===== src/rtl/mm_bridge_pkg.sv =====
// Shared definitions for the modexp MMIO bridge: register map, bit positions, operand selects, FSM states.
package mm_bridge_pkg;

    localparam int unsigned OFF_W = 5;

    localparam logic [OFF_W-1:0] OFF_CTRL   = 5'h00;
    localparam logic [OFF_W-1:0] OFF_CFG    = 5'h02;
    localparam logic [OFF_W-1:0] OFF_A      = 5'h04;
    localparam logic [OFF_W-1:0] OFF_B      = 5'h06;
    localparam logic [OFF_W-1:0] OFF_M      = 5'h08;
    localparam logic [OFF_W-1:0] OFF_M0     = 5'h0A;
    localparam logic [OFF_W-1:0] OFF_RPTR   = 5'h0C;
    localparam logic [OFF_W-1:0] OFF_RESULT = 5'h0E;
    localparam logic [OFF_W-1:0] OFF_STATUS = 5'h10;

    localparam int unsigned CTRL_SRST    = 0;
    localparam int unsigned CTRL_START   = 1;
    localparam int unsigned CTRL_AUTOINC = 2;
    localparam int unsigned CTRL_IE      = 3;

    localparam int unsigned ST_BUSY = 0;
    localparam int unsigned ST_DONE = 1;
    localparam int unsigned ST_ERR  = 2;

    localparam int unsigned E_W       = 8;
    localparam int unsigned CFG_E_LSB = 8;

    localparam logic [1:0] OP_SEL_A = 2'd0;
    localparam logic [1:0] OP_SEL_B = 2'd1;
    localparam logic [1:0] OP_SEL_M = 2'd2;

    typedef enum logic [1:0] {
        S_IDLE = 2'd0,
        S_RUN  = 2'd1,
        S_DONE = 2'd2
    } state_t;

endpackage


===== src/rtl/mm_bridge_decode.sv =====
// Window hit detection and halfword-aligned register offset extraction (combinational).
module mm_bridge_decode
    import mm_bridge_pkg::*;
#(
    parameter int unsigned           ADDR_W   = 42,
    parameter logic [ADDR_W-1:0]     BASEADDR = 42'h0,
    parameter logic [ADDR_W-1:0]     HIGHADDR = 42'h1F
) (
    input  logic [ADDR_W-1:0] addr,
    output logic              hit_c,
    output logic [OFF_W-1:0]  off_c
);

    logic [ADDR_W-1:0] diff;

    // Offsets beyond the 32-byte register map never hit, even if the window is larger.
    always_comb begin
        diff  = addr - BASEADDR;
        hit_c = (addr >= BASEADDR) && (addr <= HIGHADDR) && (diff[ADDR_W-1:OFF_W] == '0);
        off_c = diff[OFF_W-1:0] & 5'h1E;
    end

endmodule


===== src/rtl/mm_bridge_p.sv =====
// MMIO bridge onto the Montgomery/modexp core: operand load, config, start/done handshake, result readout.
// Optional interrupt output enabled by defining MM_BRIDGE_IRQ_EN.
module mm_bridge_p
    import mm_bridge_pkg::*;
#(
    parameter int unsigned           ADDR_W             = 42,
    parameter logic [ADDR_W-1:0]     MM_BRIDGE_BASEADDR = 42'h0,
    parameter logic [ADDR_W-1:0]     MM_BRIDGE_HIGHADDR = 42'h1F,
    parameter int unsigned           DW                 = 16,
    parameter int unsigned           NWORDS             = 16,
    localparam int unsigned          PW                 = $clog2(NWORDS)
) (
    input  logic              clk,
    input  logic              rst_n,
    input  logic [ADDR_W-1:0] addr,
    input  logic              read,
    input  logic              write,
    input  logic [DW-1:0]     din,
    output logic [DW-1:0]     dout,
    output logic              core_rst,
    output logic              core_start,
    input  logic              core_done,
    output logic [E_W-1:0]    core_e,
    output logic [DW-1:0]     core_m0,
    output logic              op_we,
    output logic [1:0]        op_sel,
    output logic [PW-1:0]     op_idx,
    output logic [DW-1:0]     op_data,
    output logic [PW-1:0]     res_idx,
    input  logic [DW-1:0]     res_data
`ifdef MM_BRIDGE_IRQ_EN
    ,
    output logic              irq
`endif
);

    logic             hit;
    logic [OFF_W-1:0] off;

    mm_bridge_decode #(
        .ADDR_W   (ADDR_W),
        .BASEADDR (MM_BRIDGE_BASEADDR),
        .HIGHADDR (MM_BRIDGE_HIGHADDR)
    ) u_decode (
        .addr  (addr),
        .hit_c (hit),
        .off_c (off)
    );

    state_t         state_q, state_d;
    logic           srst_q, srst_d;
    logic           core_rst_q, core_rst_d;
    logic           autoinc_q, autoinc_d;
    logic [E_W-1:0] e_q, e_d;
    logic [PW-1:0]  wptr_q, wptr_d;
    logic [PW-1:0]  rptr_q, rptr_d;
    logic [DW-1:0]  m0_q, m0_d;
    logic           err_q, err_d;
    logic [DW-1:0]  dout_q, dout_d;
    logic           start_q, start_d;
    logic           op_we_q, op_we_d;
    logic [1:0]     op_sel_q, op_sel_d;
    logic [PW-1:0]  op_idx_q, op_idx_d;
    logic [DW-1:0]  op_data_q, op_data_d;
    logic [DW-1:0]  rd_val;
    logic           is_run;
`ifdef MM_BRIDGE_IRQ_EN
    logic           ie_q, ie_d;
    logic           irq_q, irq_d;
`endif

    function automatic logic [PW-1:0] ptr_inc(input logic [PW-1:0] p);
        return (p == PW'(NWORDS - 1)) ? '0 : p + PW'(1);
    endfunction

    // Register state update; core_rst comes out of reset asserted until CTRL is written.
    always_ff @(posedge clk or negedge rst_n) begin
        if (!rst_n) begin
            state_q    <= S_IDLE;
            srst_q     <= 1'b0;
            core_rst_q <= 1'b1;
            autoinc_q  <= 1'b0;
            e_q        <= '0;
            wptr_q     <= '0;
            rptr_q     <= '0;
            m0_q       <= '0;
            err_q      <= 1'b0;
            dout_q     <= '0;
            start_q    <= 1'b0;
            op_we_q    <= 1'b0;
            op_sel_q   <= '0;
            op_idx_q   <= '0;
            op_data_q  <= '0;
`ifdef MM_BRIDGE_IRQ_EN
            ie_q       <= 1'b0;
            irq_q      <= 1'b0;
`endif
        end else begin
            state_q    <= state_d;
            srst_q     <= srst_d;
            core_rst_q <= core_rst_d;
            autoinc_q  <= autoinc_d;
            e_q        <= e_d;
            wptr_q     <= wptr_d;
            rptr_q     <= rptr_d;
            m0_q       <= m0_d;
            err_q      <= err_d;
            dout_q     <= dout_d;
            start_q    <= start_d;
            op_we_q    <= op_we_d;
            op_sel_q   <= op_sel_d;
            op_idx_q   <= op_idx_d;
            op_data_q  <= op_data_d;
`ifdef MM_BRIDGE_IRQ_EN
            ie_q       <= ie_d;
            irq_q      <= irq_d;
`endif
        end
    end

    // Next-state: read mux, bus writes, FSM transitions, RUN lockout and soft-reset override.
    always_comb begin
        state_d    = state_q;
        srst_d     = srst_q;
        core_rst_d = core_rst_q;
        autoinc_d  = autoinc_q;
        e_d        = e_q;
        wptr_d     = wptr_q;
        rptr_d     = rptr_q;
        m0_d       = m0_q;
        err_d      = err_q;
        dout_d     = '0;
        start_d    = 1'b0;
        op_we_d    = 1'b0;
        op_sel_d   = op_sel_q;
        op_idx_d   = op_idx_q;
        op_data_d  = op_data_q;
        rd_val     = '0;
        is_run     = (state_q == S_RUN);
`ifdef MM_BRIDGE_IRQ_EN
        ie_d       = ie_q;
`endif

        // Read path uses current register values, so a same-cycle write is seen only afterwards.
        case (off)
            OFF_CTRL: begin
                rd_val[CTRL_SRST]    = srst_q;
                rd_val[CTRL_AUTOINC] = autoinc_q;
`ifdef MM_BRIDGE_IRQ_EN
                rd_val[CTRL_IE]      = ie_q;
`endif
            end
            OFF_CFG: begin
                rd_val[CFG_E_LSB +: E_W] = e_q;
                rd_val[PW-1:0]           = wptr_q;
            end
            OFF_M0:     rd_val = m0_q;
            OFF_RPTR:   rd_val[PW-1:0] = rptr_q;
            OFF_RESULT: rd_val = res_data;
            OFF_STATUS: begin
                rd_val[ST_BUSY] = is_run;
                rd_val[ST_DONE] = (state_q == S_DONE);
                rd_val[ST_ERR]  = err_q;
            end
            default:    rd_val = '0;
        endcase

        if (read && hit) begin
            dout_d = rd_val;
            if (off == OFF_RESULT && autoinc_q) begin
                rptr_d = ptr_inc(rptr_q);
            end
        end

        if (is_run && core_done) begin
            state_d = S_DONE;
        end

        if (write && hit) begin
            case (off)
                OFF_CTRL: begin
                    srst_d     = din[CTRL_SRST];
                    core_rst_d = din[CTRL_SRST];
                    autoinc_d  = din[CTRL_AUTOINC];
`ifdef MM_BRIDGE_IRQ_EN
                    ie_d       = din[CTRL_IE];
`endif
                    if (din[CTRL_START] && !din[CTRL_SRST]) begin
                        if (is_run) begin
                            err_d = 1'b1;
                        end else begin
                            state_d = S_RUN;
                            start_d = 1'b1;
                        end
                    end
                end
                OFF_CFG: begin
                    if (is_run) begin
                        err_d = 1'b1;
                    end else begin
                        e_d    = din[CFG_E_LSB +: E_W];
                        wptr_d = din[PW-1:0];
                    end
                end
                OFF_A, OFF_B, OFF_M: begin
                    if (is_run) begin
                        err_d = 1'b1;
                    end else begin
                        op_we_d   = 1'b1;
                        op_idx_d  = wptr_q;
                        op_data_d = din;
                        op_sel_d  = (off == OFF_A) ? OP_SEL_A :
                                    (off == OFF_B) ? OP_SEL_B : OP_SEL_M;
                        // Pointer advances once per A/B/M triple, on the M word.
                        if (off == OFF_M && autoinc_q) begin
                            wptr_d = ptr_inc(wptr_q);
                        end
                    end
                end
                OFF_M0: begin
                    if (is_run) begin
                        err_d = 1'b1;
                    end else begin
                        m0_d = din;
                    end
                end
                OFF_RPTR: rptr_d = din[PW-1:0];
                OFF_STATUS: begin
                    if (din[ST_ERR]) begin
                        err_d = 1'b0;
                    end
                    if (din[ST_DONE] && state_q == S_DONE) begin
                        state_d = S_IDLE;
                    end
                end
                default: ;
            endcase
        end

        // Soft reset aborts any run and holds pointers and status clear.
        if (srst_d) begin
            state_d = S_IDLE;
            wptr_d  = '0;
            rptr_d  = '0;
            err_d   = 1'b0;
            start_d = 1'b0;
        end

`ifdef MM_BRIDGE_IRQ_EN
        irq_d = (state_d == S_DONE) && ie_d;
`endif
    end

    assign dout       = dout_q;
    assign core_rst   = core_rst_q;
    assign core_start = start_q;
    assign core_e     = e_q;
    assign core_m0    = m0_q;
    assign op_we      = op_we_q;
    assign op_sel     = op_sel_q;
    assign op_idx     = op_idx_q;
    assign op_data    = op_data_q;
    assign res_idx    = rptr_q;
`ifdef MM_BRIDGE_IRQ_EN
    assign irq        = irq_q;
`endif

endmodule


===== config.mk =====
export PLATFORM = sky130hd
export DESIGN_NAME = mm_bridge_p
export DESIGN_NICKNAME = d
export VERILOG_FILES = /design/src/rtl/mm_bridge_pkg.sv /design/src/rtl/mm_bridge_decode.sv /design/src/rtl/mm_bridge_p.sv
export SDC_FILE = /design/constraint.sdc
export NUM_CORES = 1
export LEC_CHECK = 0
export ABC_AREA = 1
export CAP_MARGIN = 30
export CORE_AREA = 2 2 106 108
export DETAILED_ROUTE_END_ITERATION = 16
export DIE_AREA = 0 0 108 110
export DONT_BUFFER_PORTS = 1
export GPL_TIMING_DRIVEN = 0
export PLACE_DENSITY = 0.63
export SYNTH_ARGS = -nofsm -noshare
export SYNTH_HDL_FRONTEND = slang
export SYNTH_SLANG_ARGS = --single-unit

===== constraint.sdc =====
create_clock -name clk -period 1.3 [get_ports clk]
set_input_delay 0.39 -clock clk [delete_from_list [all_inputs] [get_ports clk]]
set_output_delay 0.39 -clock clk [all_outputs]
set_load 0.01 [all_outputs]

## Word level (Yosys, flattened, before mapping)

Index checks and enable logic that the tools add are counted.

- Flip-flop bits (word level): 78
- Latch bits: 0
- Memory bits (writable): 0
- Bits in read-only memories: 0
- Bits of input ports: 79
- Output and inout port bits: 69
- Word-level logic and storage cells: 104
- Memories: 0

- Add/subtract/negate cells: 2
- Multiply operators: 0
- Div/mod/pow operators: 0
- Magnitude comparators: 2
- Eq/ne operators: 17
- Shifts and indexed selects: 0
- Muxes and demuxes: 44
- Bitwise operators: 1
- Reductions and logical operators: 23

Operators by type and width:

| cell | count |
|---|---|
| $mux 4 | 12 |
| $ge 42x1->1 const B | 1 |
| $le 42x5->1 const B | 1 |
| $logic_not 37->1 | 1 |
| $pmux 8 s3 | 1 |
| $eq 4x3->1 const B | 4 |
| $mux 16 | 1 |
| $mux 2 | 8 |
| $pmux 4 s2 | 2 |
| $ne 3x3->1 const B | 5 |
| $mux 1 | 14 |
| $eq 4x4->1 const B | 3 |
| $pmux 1 s6 | 2 |
| $logic_and 1x1->1 | 9 |
| $reduce_and 3->1 | 3 |
| $add 4x1->4 const B | 2 |
| $eq 4x2->1 const B | 2 |
| $logic_not 5->1 | 1 |
| $pmux 1 s5 | 1 |
| $reduce_and 5->1 | 1 |
| $reduce_or 5->1 | 1 |
| $eq 4x1->1 const B | 1 |
| $pmux 1 s4 | 1 |
| $pmux 2 s2 | 1 |
| 11 further kinds | 11 |

## Longest topological paths before layout

Gate-level depths: netlist (run 1).

- Word-level depth: 8
- Gate-level depth with buffers: 11
- Gate-level depth less buffers: 11

## By module

From an unflattened synthesis (run 1), not the netlist that was laid out.

- Cells, all modules: 494
- Area total of the unflattened synthesis: 4008.8 µm²

Modules (own cells, without submodules):

| module | instances | cells an instance | area each (µm²) | seq. area each (µm²) |
|---|---|---|---|---|
| mm_bridge_p | 1 | 452 | 3826.2 | 1953.1 |
| mm_bridge_decode | 1 | 42 | 182.7 | 0.0 |

## Worst setup path after synthesis (run 1)

No wires, ideal clock.

- Path type: input-to-reg
- Start: in addr[7]
- End: reg op_data_q[10] (netlist: op_data[10])
- Setup time: 0.120 ns
- Arrival: 1.518 ns
- Data required time: 1.180 ns
- Path slack: -0.338 ns
- Cell stages on the path: 10
- Buffers on the path: 1
- Cell sequence: or2_4 > nor2_4 > inv_2 > nor2_4 > nand3_4 > nor2_8 > nand2_4 > buf_6 > nand2_2 > o21ai_2

- Longest elaborated chain between the ends: 5
- Elaborated cells on any way between the ends: 7
- Those cells by class: order compare (2); reduce/logical (5)

RTL lines:

| item | RTL line | RTL |
|---|---|---|
| start, declared | mm_bridge_p.sv:15 | `input logic [ADDR_W-1:0] addr,` |
| $ge 42x1->1 / $le 42x5->1 (equally long branches) | mm_bridge_decode.sv:19 | `hit_c = (addr >= BASEADDR) && (addr <= HIGHADDR) && (diff[ADDR_W-1:OFF_W] == '0);` |
| $logic_and 1x1->1 | mm_bridge_decode.sv:19 |  |
| $logic_and 1x1->1 (*) | mm_bridge_decode.sv:19 |  |
| $logic_and 1x1->1 (*) | mm_bridge_p.sv:179 | `if (write && hit) begin` |
| $reduce_and 3->1 (no source line) (*) | - |  |
| end signal, assigned | mm_bridge_p.sv:113 | `op_data_q <= op_data_d;` |
| end, declared | mm_bridge_p.sv:64 | `logic [DW-1:0] op_data_q, op_data_d;` |

Every way passes the cells marked *; elsewhere a longest branch is shown, timed or not.
A chain may end at the register's enable or synchronous reset.

## Worst setup path after layout (run 1)

- Start: in addr[25]
- End: reg rptr_q[1] (netlist: res_idx[1])

- Longest elaborated chain between the ends: 8
- Elaborated cells on any way between the ends: 12
- Those cells by class: order compare (2); mux (5); reduce/logical (5)

RTL lines:

| item | RTL line | RTL |
|---|---|---|
| $ge 42x1->1 / $le 42x5->1 (equally long branches) | mm_bridge_decode.sv:19 |  |
| $logic_and 1x1->1 | mm_bridge_decode.sv:19 |  |
| $logic_and 1x1->1 (*) | mm_bridge_decode.sv:19 |  |
| $logic_and 1x1->1 | mm_bridge_p.sv:168 | `if (read && hit) begin` |
| $mux 4 | mm_bridge_p.sv:168 |  |
| $mux 4 | mm_bridge_p.sv:180 | `case (off)` |
| $mux 4 | mm_bridge_p.sv:179 |  |
| $mux 4 (*) | mm_bridge_p.sv:241 | `if (srst_d) begin` |
| net rptr_d[1] | mm_bridge_p.sv:56 | `logic [PW-1:0] rptr_q, rptr_d;` |
| end signal, assigned | mm_bridge_p.sv:105 | `rptr_q <= rptr_d;` |
| end, declared | mm_bridge_p.sv:56 |  |

Mark *: on every way through the listed nets, which the timed path passes. The rest lies on a longest branch.

==> out/metrics.json, run 1 <==
{
  "run_status": {"value": "complete, but fails checks"},
  "violated_checks": {"value": "hold timing, setup timing"},
  "mostFrequentLayoutCells": {"value": "97 x nand2_1, 73 x dfrtp_1, 44 x inv_1, 44 x o21ai_2, 37 x nand2_2"},
  "antenna_cells": {"value": 0},
  "overall_overflow_remaining_after_global_route": {"value": 0},
  "finalCritPeriodShare": {"value": 110, "unit": "%"},
  "viasPerCell": {"value": 5.26},
  "startpoint_type": {"value": "input pin"},
  "timing.max_cap.violations": {"value": 0},
  "detailedPlacementHpwl": {"value": 8080, "unit": "microns"},
  "total_setup_violations_reported_at_the_end_of_the_flow": {"value": 71},
  "final_design_instance_area_without_fill": {"value": 0.00520, "unit": "sq mm"},
  "netlist_instances": {"value": 472},
  "switching_share": {"value": 25.5, "unit": "%"},
  "nNetsFinal": {"value": 599},
  "synth_enable_flop_cells": {"value": 0},
  "cellPowerDensity": {"value": 820, "unit": "mW/mm^2"},
  "place.port_buffers": {"value": 0},
  "insertion_delay": {"value": 360, "unit": "ps"},
  "vias": {"value": 3485},
  "boundaryPins": {"value": 148},
  "layout-drive-gt1-share": {"value": 41.5, "unit": "%"},
  "mostFrequentLayoutCell": {"value": "nand2_1"},
  "report.final.hold_viol_count": {"value": 78},
  "unrepaired_setup_endpoints_after_global_routing": {"value": "yes"},
  "dp_slack": {"value": -549, "unit": "ps"},
  "power.net_switching": {"value": 1090, "unit": "uW"},
  "path_cells": {"value": "nor2_2 > nand2_2 > nor2_4 > buf_4 > nand3_1 > nor2_4 > buf_4 > buf_4 > nand3_1 > a21oi_1 > nor2_1"},
  "routedWlPerCell": {"value": 18.4, "unit": "microns"},
  "synth-seq-cells": {"value": 78},
  "clock_tree.root_cell": {"value": "clkbuf_8"},
  "yosysSeqAreaShare": {"value": 48.6, "unit": "%"},
  "placement_stage_cell_area": {"value": 0.00428, "unit": "sq mm"},
  "std_cell_rows": {"value": 38},
  "mean_area_per_synthesized_cell": {"value": 8.51, "unit": "sq um"},
  "core_area": {"value": 0.0107, "unit": "sq mm"},
  "tritoncts": {"value": "yes"},
  "fmax": {"value": 0.699, "unit": "GHz"},
  "clock_power_share": {"value": 38.7, "unit": "%"},
  "cp.arrival": {"value": 1690, "unit": "ps"},
  "worst_setup_path_end_kind": {"value": "register"},
  "maximum_number_of_pins_on_one_net_before_global_route_repair": {"value": 79},
  "effective_utilization_at_floorplan": {"value": 37.6, "unit": "%"},
  "syn_to_layout_area_delta": {"value": 29.4, "unit": "%"},
  "period_needed": {"value": 1430, "unit": "ps"},
  "crit_path_frequent_cell": {"value": "buf_4"},
  "dieHeight": {"value": 110, "unit": "microns"},
  "grtUsageTotal": {"value": 19.3, "unit": "%"},
  "fin_worst_hold_slack": {"value": -292, "unit": "ps"},
  "critPathTopFamily": {"value": "simple AND/OR/NAND/NOR gates"},
  "critPathRequiredTime": {"value": 1560, "unit": "ps"},
  "post_route_core_utilization": {"value": 48.6, "unit": "%"},
  "cts_buffers": {"value": 9},
  "final_max_slew_viol_count": {"value": 0},
  "internal_power_component": {"value": 3170, "unit": "uW"},
  "critPathBufInv": {"value": 3},
  "cts.path.max_buffers": {"value": 2},
  "grt_pass1_wl": {"value": 17300, "unit": "microns"},
  "antenna_left": {"value": 0},
  "worst_slew_margin_rel": {"value": 76.4, "unit": "%"},
  "synthesis.nets": {"value": 553},
  "drc": {"value": 0},
  "yosys.cell_types.count": {"value": 36},
  "place.gp.congestion": {"value": 0.862},
  "die-area": {"value": 0.0119, "unit": "sq mm"},
  "timing.clock.skew": {"value": 16.9, "unit": "ps"},
  "worst_path_largest_cell_delay": {"value": 270, "unit": "ps"},
  "synth_ff_type": {"value": "dfrtp_1"},
  "first_iter_violations": {"value": 234},
  "grt_pass1_vias": {"value": 3320},
  "layout.cells.non_filler": {"value": 663},
  "fillerInstances": {"value": 1017},
  "placed_cells_incl_taps": {"value": 612},
  "synth_async_sr_flop_share": {"value": 100, "unit": "%"},
  "timing_worst_slew_pin_value": {"value": 353, "unit": "ps"},
  "p_leak": {"value": 0.00236, "unit": "uW"},
  "cts_sinks": {"value": 78},
  "total_power": {"value": 4260, "unit": "uW"},
  "netlist_area": {"value": 0.00402, "unit": "sq mm"},
  "critPathKind": {"value": "in2reg"},
  "cts_max_level": {"value": 3},
  "layout_setup_ws": {"value": -131, "unit": "ps"},
  "floorplan.die.width": {"value": 108, "unit": "microns"},
  "initial_antenna_violation_count": {"value": 0},
  "hold_path_class": {"value": "in2async"},
  "sequentialPowerShare": {"value": 56.9, "unit": "%"},
  "critPathSlowestCell": {"value": "nor2_4"},
  "wirelength": {"value": 12200, "unit": "microns"},
  "first_pass_iters": {"value": 5},
  "synth-warning-count": {"value": 0},
  "vdd_ir_drop_max": {"value": 0.429, "unit": "mV"},
  "clkTransAtPathRegs": {"value": 90, "unit": "ps"},
  "combPwrFrac": {"value": 4.4, "unit": "%"},
  "path_max_fanout": {"value": 5}
}
[power by group through the flow]
stage / registers [uW] / clock network [uW] / logic [uW]
floorplan: 2470 / 0 / 121
finish: 2420 / 1650 / 189
global placement: 2470 / 0 / 151
CTS: 2420 / 1680 / 162
global route: 2420 / 1790 / 211
detailed placement: 2470 / 0 / 154
[worst paths after layout]
kind,slack (ps),start,to,cells after the start
max,-130,addr[25],res_idx[1],11
min,-290,rst_n,state_q[0],0
max reg2reg,-110,state_q[0],op_data[5],8
min reg2reg,520,err_q,err_q,2
max in group asynchronous,1420,rst_n,core_rst,0
min in group clk,140,din[0],core_rst,2
[per-layer routing]
layer / routed length [microns] / GRT usage (%) / vias up
met5: 0 / 0 / -
met4: 263 / 8.33 / 0
met3: 909 / 5.53 / 23
met2: 6250 / 32.7 / 143
met1: 4750 / 23.1 / 1694
li1: - / - / 1625
[cell usage after synthesis (2+ instances only)]
cell type,count,area (sq um)
o21ai_2,41,359
clkbuf_1,2,7.51
buf_6,8,90.1
nor3_1,3,15.0
nand2_1,127,477
nor2_2,4,25.0
a31oi_1,8,50.1
nor2_1,37,139
o22ai_1,2,12.5
a21oi_1,10,50.1
inv_2,4,15.0
nand2_4,3,33.8
o21ai_1,10,50.1
nand2_2,21,131
nand3_1,18,90.1
nor2_4,3,33.8
inv_1,50,188
dfrtp_1,77,1930
nand4_1,9,56.3
ha_1,2,25.0
o21ai_0,18,90.1
[flip-flops by register name, indices dropped and copies added, names as in the netlist, 2 cells and up]
signal	count
wptr_q	4
res_idx	4
op_data	16
op_idx	4
dout	16
core_m0	16
state_q	2
op_sel	2
core_e	8
[metrics by stage]
| step | hold slack (ps) | setup TNS (ps) |
|---|---|---|
| 2_1_floorplan | 94.4 | -18610 |
| 3_3_place_gp | 95.7 | -33590 |
| 3_5_place_dp | 96.3 | -35670 |
| 4_1_cts | -303 | -2870 |
| 5_1_grt | -304 | -9390 |
| 6_report | -292 | -5500 |
[final cells by class]
cell class / instances / area (sq um) / share of cell area [%]
well taps: 140 / 175 / 3.37
clock buffers: 9 / 124 / 2.38
clock inverters: 7 / 48.8 / 0.939
flip-flops and latches: 78 / 1960 / 37.7
multi-input cells: 330 / 2160 / 41.6
inverters: 55 / 211 / 4.07
repair buffers: 33 / 355 / 6.84
plain buffers: 11 / 165 / 3.18
[worst reg2reg max path, stage by stage, from the launching register on]
cell	delay [ps]
dfrtp_1	410
inv_2	100
nor2_4	50
buf_6	140
nor2_8	180
nand2_8	120
buf_12	170
nand2_2	70
o21ai_2	50
[cells by family (layout without fill, tap and decap cells)]
family	Yosys count	after routing	share of synthesized area, %
buffers and inverters	66	115	7.69
flip-flops	78	78	48.6
XOR/XNOR	1	1	0.218
AO/OA/AOI/OAI	94	94	16.3
AND/OR/NAND/NOR	231	233	26.6
adder cells (fa/ha/maj)	2	2	0.623
[timing repair]
item / in CTS / in global routing
resized for setup: 39 / 78
cloned: 0 / 5
endpoints found under the setup margin: 66 / 78
endpoints found under the hold margin: 78 / 78
pin swaps: 13 / 27
buffers inserted: 10 / 20
Note: power is estimated with default switching activity, not from simulation.
==> run 2, diff against run 1 <==
Settings changed: CORE_AREA 2 2 106 108 to 4 4 108 110, DIE_AREA 0 0 108 110 to 0 0 112 114.
==> run 2 against run 1 <==
  * The flow still finishes with violations (hold timing, setup timing)
  * Global-route usage down 1.5 points
  * Clock skew is 9.0 ps lower
  * Critical path depth is 1 lower
  * Design area decreased by 1.1%
  * Worst hold slack improved by 13 ps
  * Critical endpoint is now op_data[12]
  * Sequential share of layout area rose by 0.42 points
  * Critical path type unchanged
  * Die area is 7.5% higher
==> out/metrics.json, run 2 (synthesized netlist as in run 1, its figures left out) <==
{
  "fin_worst_hold_slack": {"value": -279, "unit": "ps", "change": "+13.2 ps"},
  "sequentialPowerShare": {"value": 52.3, "unit": "%", "change": "-4.6 points"},
  "cts_sinks": {"value": 78, "change": "unchanged"},
  "final_max_slew_viol_count": {"value": 0, "change": "unchanged"},
  "power.net_switching": {"value": 1070, "unit": "uW", "change": "-1.7%"},
  "cp.arrival": {"value": 1690, "unit": "ps", "change": "about the same"},
  "std_cell_rows": {"value": 38, "change": "unchanged"},
  "critPathTopFamily": {"value": "simple AND/OR/NAND/NOR gates"},
  "total_setup_violations_reported_at_the_end_of_the_flow": {"value": 58, "change": "-18%"},
  "drc": {"value": 0, "change": "unchanged"},
  "layout-drive-gt1-share": {"value": 40.9, "unit": "%", "change": "-0.64 points"},
  "p_leak": {"value": 0.00233, "unit": "uW", "change": "-1.1%"},
  "vdd_ir_drop_max": {"value": 0.535, "unit": "mV", "change": "+25%"},
  "grt_pass1_vias": {"value": 3293, "change": "-0.81%"},
  "dieHeight": {"value": 114, "unit": "microns", "change": "+3.6%"},
  "overall_overflow_remaining_after_global_route": {"value": 0, "change": "unchanged"},
  "dp_slack": {"value": -586, "unit": "ps", "change": "-36.9 ps"},
  "syn_to_layout_area_delta": {"value": 27.9, "unit": "%"},
  "place.gp.congestion": {"value": 0.882, "change": "+2.3%"},
  "antenna_cells": {"value": 0, "change": "unchanged"},
  "critPathSlowestCell": {"value": "or2_4"},
  "worst_path_largest_cell_delay": {"value": 230, "unit": "ps", "change": "-40 ps"},
  "cts.path.max_buffers": {"value": 2, "change": "unchanged"},
  "startpoint_type": {"value": "input pin"},
  "clock_power_share": {"value": 43.9, "unit": "%", "change": "+5.2 points"},
  "path_cells": {"value": "or2_4 > nor2_4 > inv_2 > nor2_4 > nand3_4 > nor2_8 > nand2_8 > clkbuf_16 > nand2_2 > o21ai_2"},
  "critPathKind": {"value": "in2reg"},
  "nNetsFinal": {"value": 590, "change": "-1.5%"},
  "crit_path_frequent_cell": {"value": "nor2_4"},
  "hold_path_class": {"value": "in2async"},
  "first_pass_iters": {"value": 4, "change": "-1"},
  "timing.clock.skew": {"value": 7.87, "unit": "ps", "change": "-9.02 ps"},
  "timing_worst_slew_pin_value": {"value": 309, "unit": "ps", "change": "-44.3 ps"},
  "maximum_number_of_pins_on_one_net_before_global_route_repair": {"value": 79, "change": "unchanged"},
  "finalCritPeriodShare": {"value": 111, "unit": "%", "change": "+0.54 points"},
  "cellPowerDensity": {"value": 901, "unit": "mW/mm^2", "change": "+10%"},
  "tritoncts": {"value": "yes"},
  "mostFrequentLayoutCell": {"value": "nand2_1"},
  "timing.max_cap.violations": {"value": 0, "change": "unchanged"},
  "cts_max_level": {"value": 3, "change": "unchanged"},
  "clock_tree.root_cell": {"value": "clkbuf_8"},
  "floorplan.die.width": {"value": 112, "unit": "microns", "change": "+3.7%"},
  "internal_power_component": {"value": 3560, "unit": "uW", "change": "+12%"},
  "switching_share": {"value": 23.1, "unit": "%", "change": "-2.5 points"},
  "viasPerCell": {"value": 5.15, "change": "-2.1%"},
  "die-area": {"value": 0.0128, "unit": "sq mm", "change": "+7.5%"},
  "mostFrequentLayoutCells": {"value": "93 x nand2_1, 73 x dfrtp_1, 51 x o21ai_2, 48 x inv_1, 45 x nand2_2"},
  "effective_utilization_at_floorplan": {"value": 37.6, "unit": "%", "change": "unchanged"},
  "fmax": {"value": 0.696, "unit": "GHz", "change": "-0.49%"},
  "boundaryPins": {"value": 148, "change": "unchanged"},
  "path_max_fanout": {"value": 9, "change": "+4"},
  "grtUsageTotal": {"value": 17.8, "unit": "%", "change": "-1.5 points"},
  "cts_buffers": {"value": 9, "change": "unchanged"},
  "period_needed": {"value": 1440, "unit": "ps", "change": "+7.00 ps"},
  "detailedPlacementHpwl": {"value": 8330, "unit": "microns", "change": "+3.1%"},
  "initial_antenna_violation_count": {"value": 0, "change": "unchanged"},
  "core_area": {"value": 0.0107, "unit": "sq mm", "change": "unchanged"},
  "layout_setup_ws": {"value": -138, "unit": "ps", "change": "-7.00 ps"},
  "violated_checks": {"value": "hold timing, setup timing"},
  "antenna_left": {"value": 0, "change": "unchanged"},
  "first_iter_violations": {"value": 148, "change": "-37%"},
  "vias": {"value": 3366, "change": "-3.4%"},
  "critPathRequiredTime": {"value": 1550, "unit": "ps", "change": "about the same"},
  "routedWlPerCell": {"value": 17.8, "unit": "microns", "change": "-2.9%"},
  "wirelength": {"value": 11700, "unit": "microns", "change": "-4.2%"},
  "combPwrFrac": {"value": 3.8, "unit": "%", "change": "-0.6 points"},
  "run_status": {"value": "complete, but fails checks"},
  "insertion_delay": {"value": 350, "unit": "ps", "change": "about the same"},
  "worst_setup_path_end_kind": {"value": "register"},
  "unrepaired_setup_endpoints_after_global_routing": {"value": "yes"},
  "report.final.hold_viol_count": {"value": 78, "change": "unchanged"},
  "grt_pass1_wl": {"value": 17800, "unit": "microns", "change": "+3.1%"},
  "place.port_buffers": {"value": 0, "change": "unchanged"},
  "worst_slew_margin_rel": {"value": 79.4, "unit": "%", "change": "+3.0 points"},
  "clkTransAtPathRegs": {"value": 80, "unit": "ps", "change": "about the same"},
  "critPathBufInv": {"value": 2, "change": "-1"}
}
run 2: cell types whose count changed in the layout (fill, tap and decap cells not counted), sizes merged, moves of 2 or more:
cell and delta:
clkinvlp -2, buf -6, bufinv +2, nand2 -2
run 2: what timing repair did:
item / in CTS / in global routing
gates cloned: 1 / 2
resized for setup: 45 / 72
pin swaps: 12 / 22
endpoints found under the hold margin: 78 / 78
buffers inserted: 11 / 12
endpoints found under the setup margin: 71 / 79
run 2: power by group through the flow:
| stage | combinational, uW | clock [uW] | sequential, uW |
|---|---|---|---|
| 4_1_cts | 161 | 2080 | 2420 |
| 2_1_floorplan | 121 | 0 | 2470 |
| 3_5_place_dp | 154 | 0 | 2470 |
| 5_1_grt | 200 | 2170 | 2420 |
| 3_3_place_gp | 151 | 0 | 2470 |
| 6_report | 177 | 2030 | 2420 |
run 2: metrics by stage:
step	cells	total power, uW	cell area [sq um]	TNS [ps]	util (%)
2_1_floorplan	472	2590	4100	-18610	-
3_3_place_gp	612	2620	4280	-34770	40.0
3_5_place_dp	612	2630	4280	-38030	40.0
4_1_cts	640	4660	4770	-3280	44.6
5_1_grt	654	4800	5140	-8600	48.1
6_report	654	4630	5140	-5220	48.1
run 2: routing by layer:
layer	vias up	track usage, %	wire length (microns)
met4	0	6.01	186
met5	-	0	0
met2	114	30.7	5910
met3	13	5.41	889
met1	1627	21.4	4680
li1	1612	-	-
run 2: area by class of cell:
cell class	instances	area, sq um
Buffer	11	179
Clock buffer	9	124
Clock inverter	7	97.6
Fill cell	1027	5560
Inverter	55	209
Multi-Input combinational cell	328	2120
Sequential cell	78	1960
Tap cell	140	175
Timing Repair Buffer	26	280
run 2: worst register-to-register path, stage by stage, from the launching register on:
cell and delay [ps]:
dfrtp_2 500, ha_4 210, xor2_1 140, o21ai_1 130, nand3_1 90, a21oi_1 130
nor2_1 50
run 2: worst paths after layout:
path / from / endpoint / slack (ps) / depth (start not counted)
max in group asynchronous: rst_n / core_rst / 1410 / 0
min reg2reg: core_rst / core_rst / 530 / 2
min in group clk: res_data[4] / dout[4] / 160 / 2
min: rst_n / state_q[1] / -280 / 0
max reg2reg: res_idx[0] / res_idx[2] / -60 / 6
max: addr[7] / op_data[12] / -140 / 10
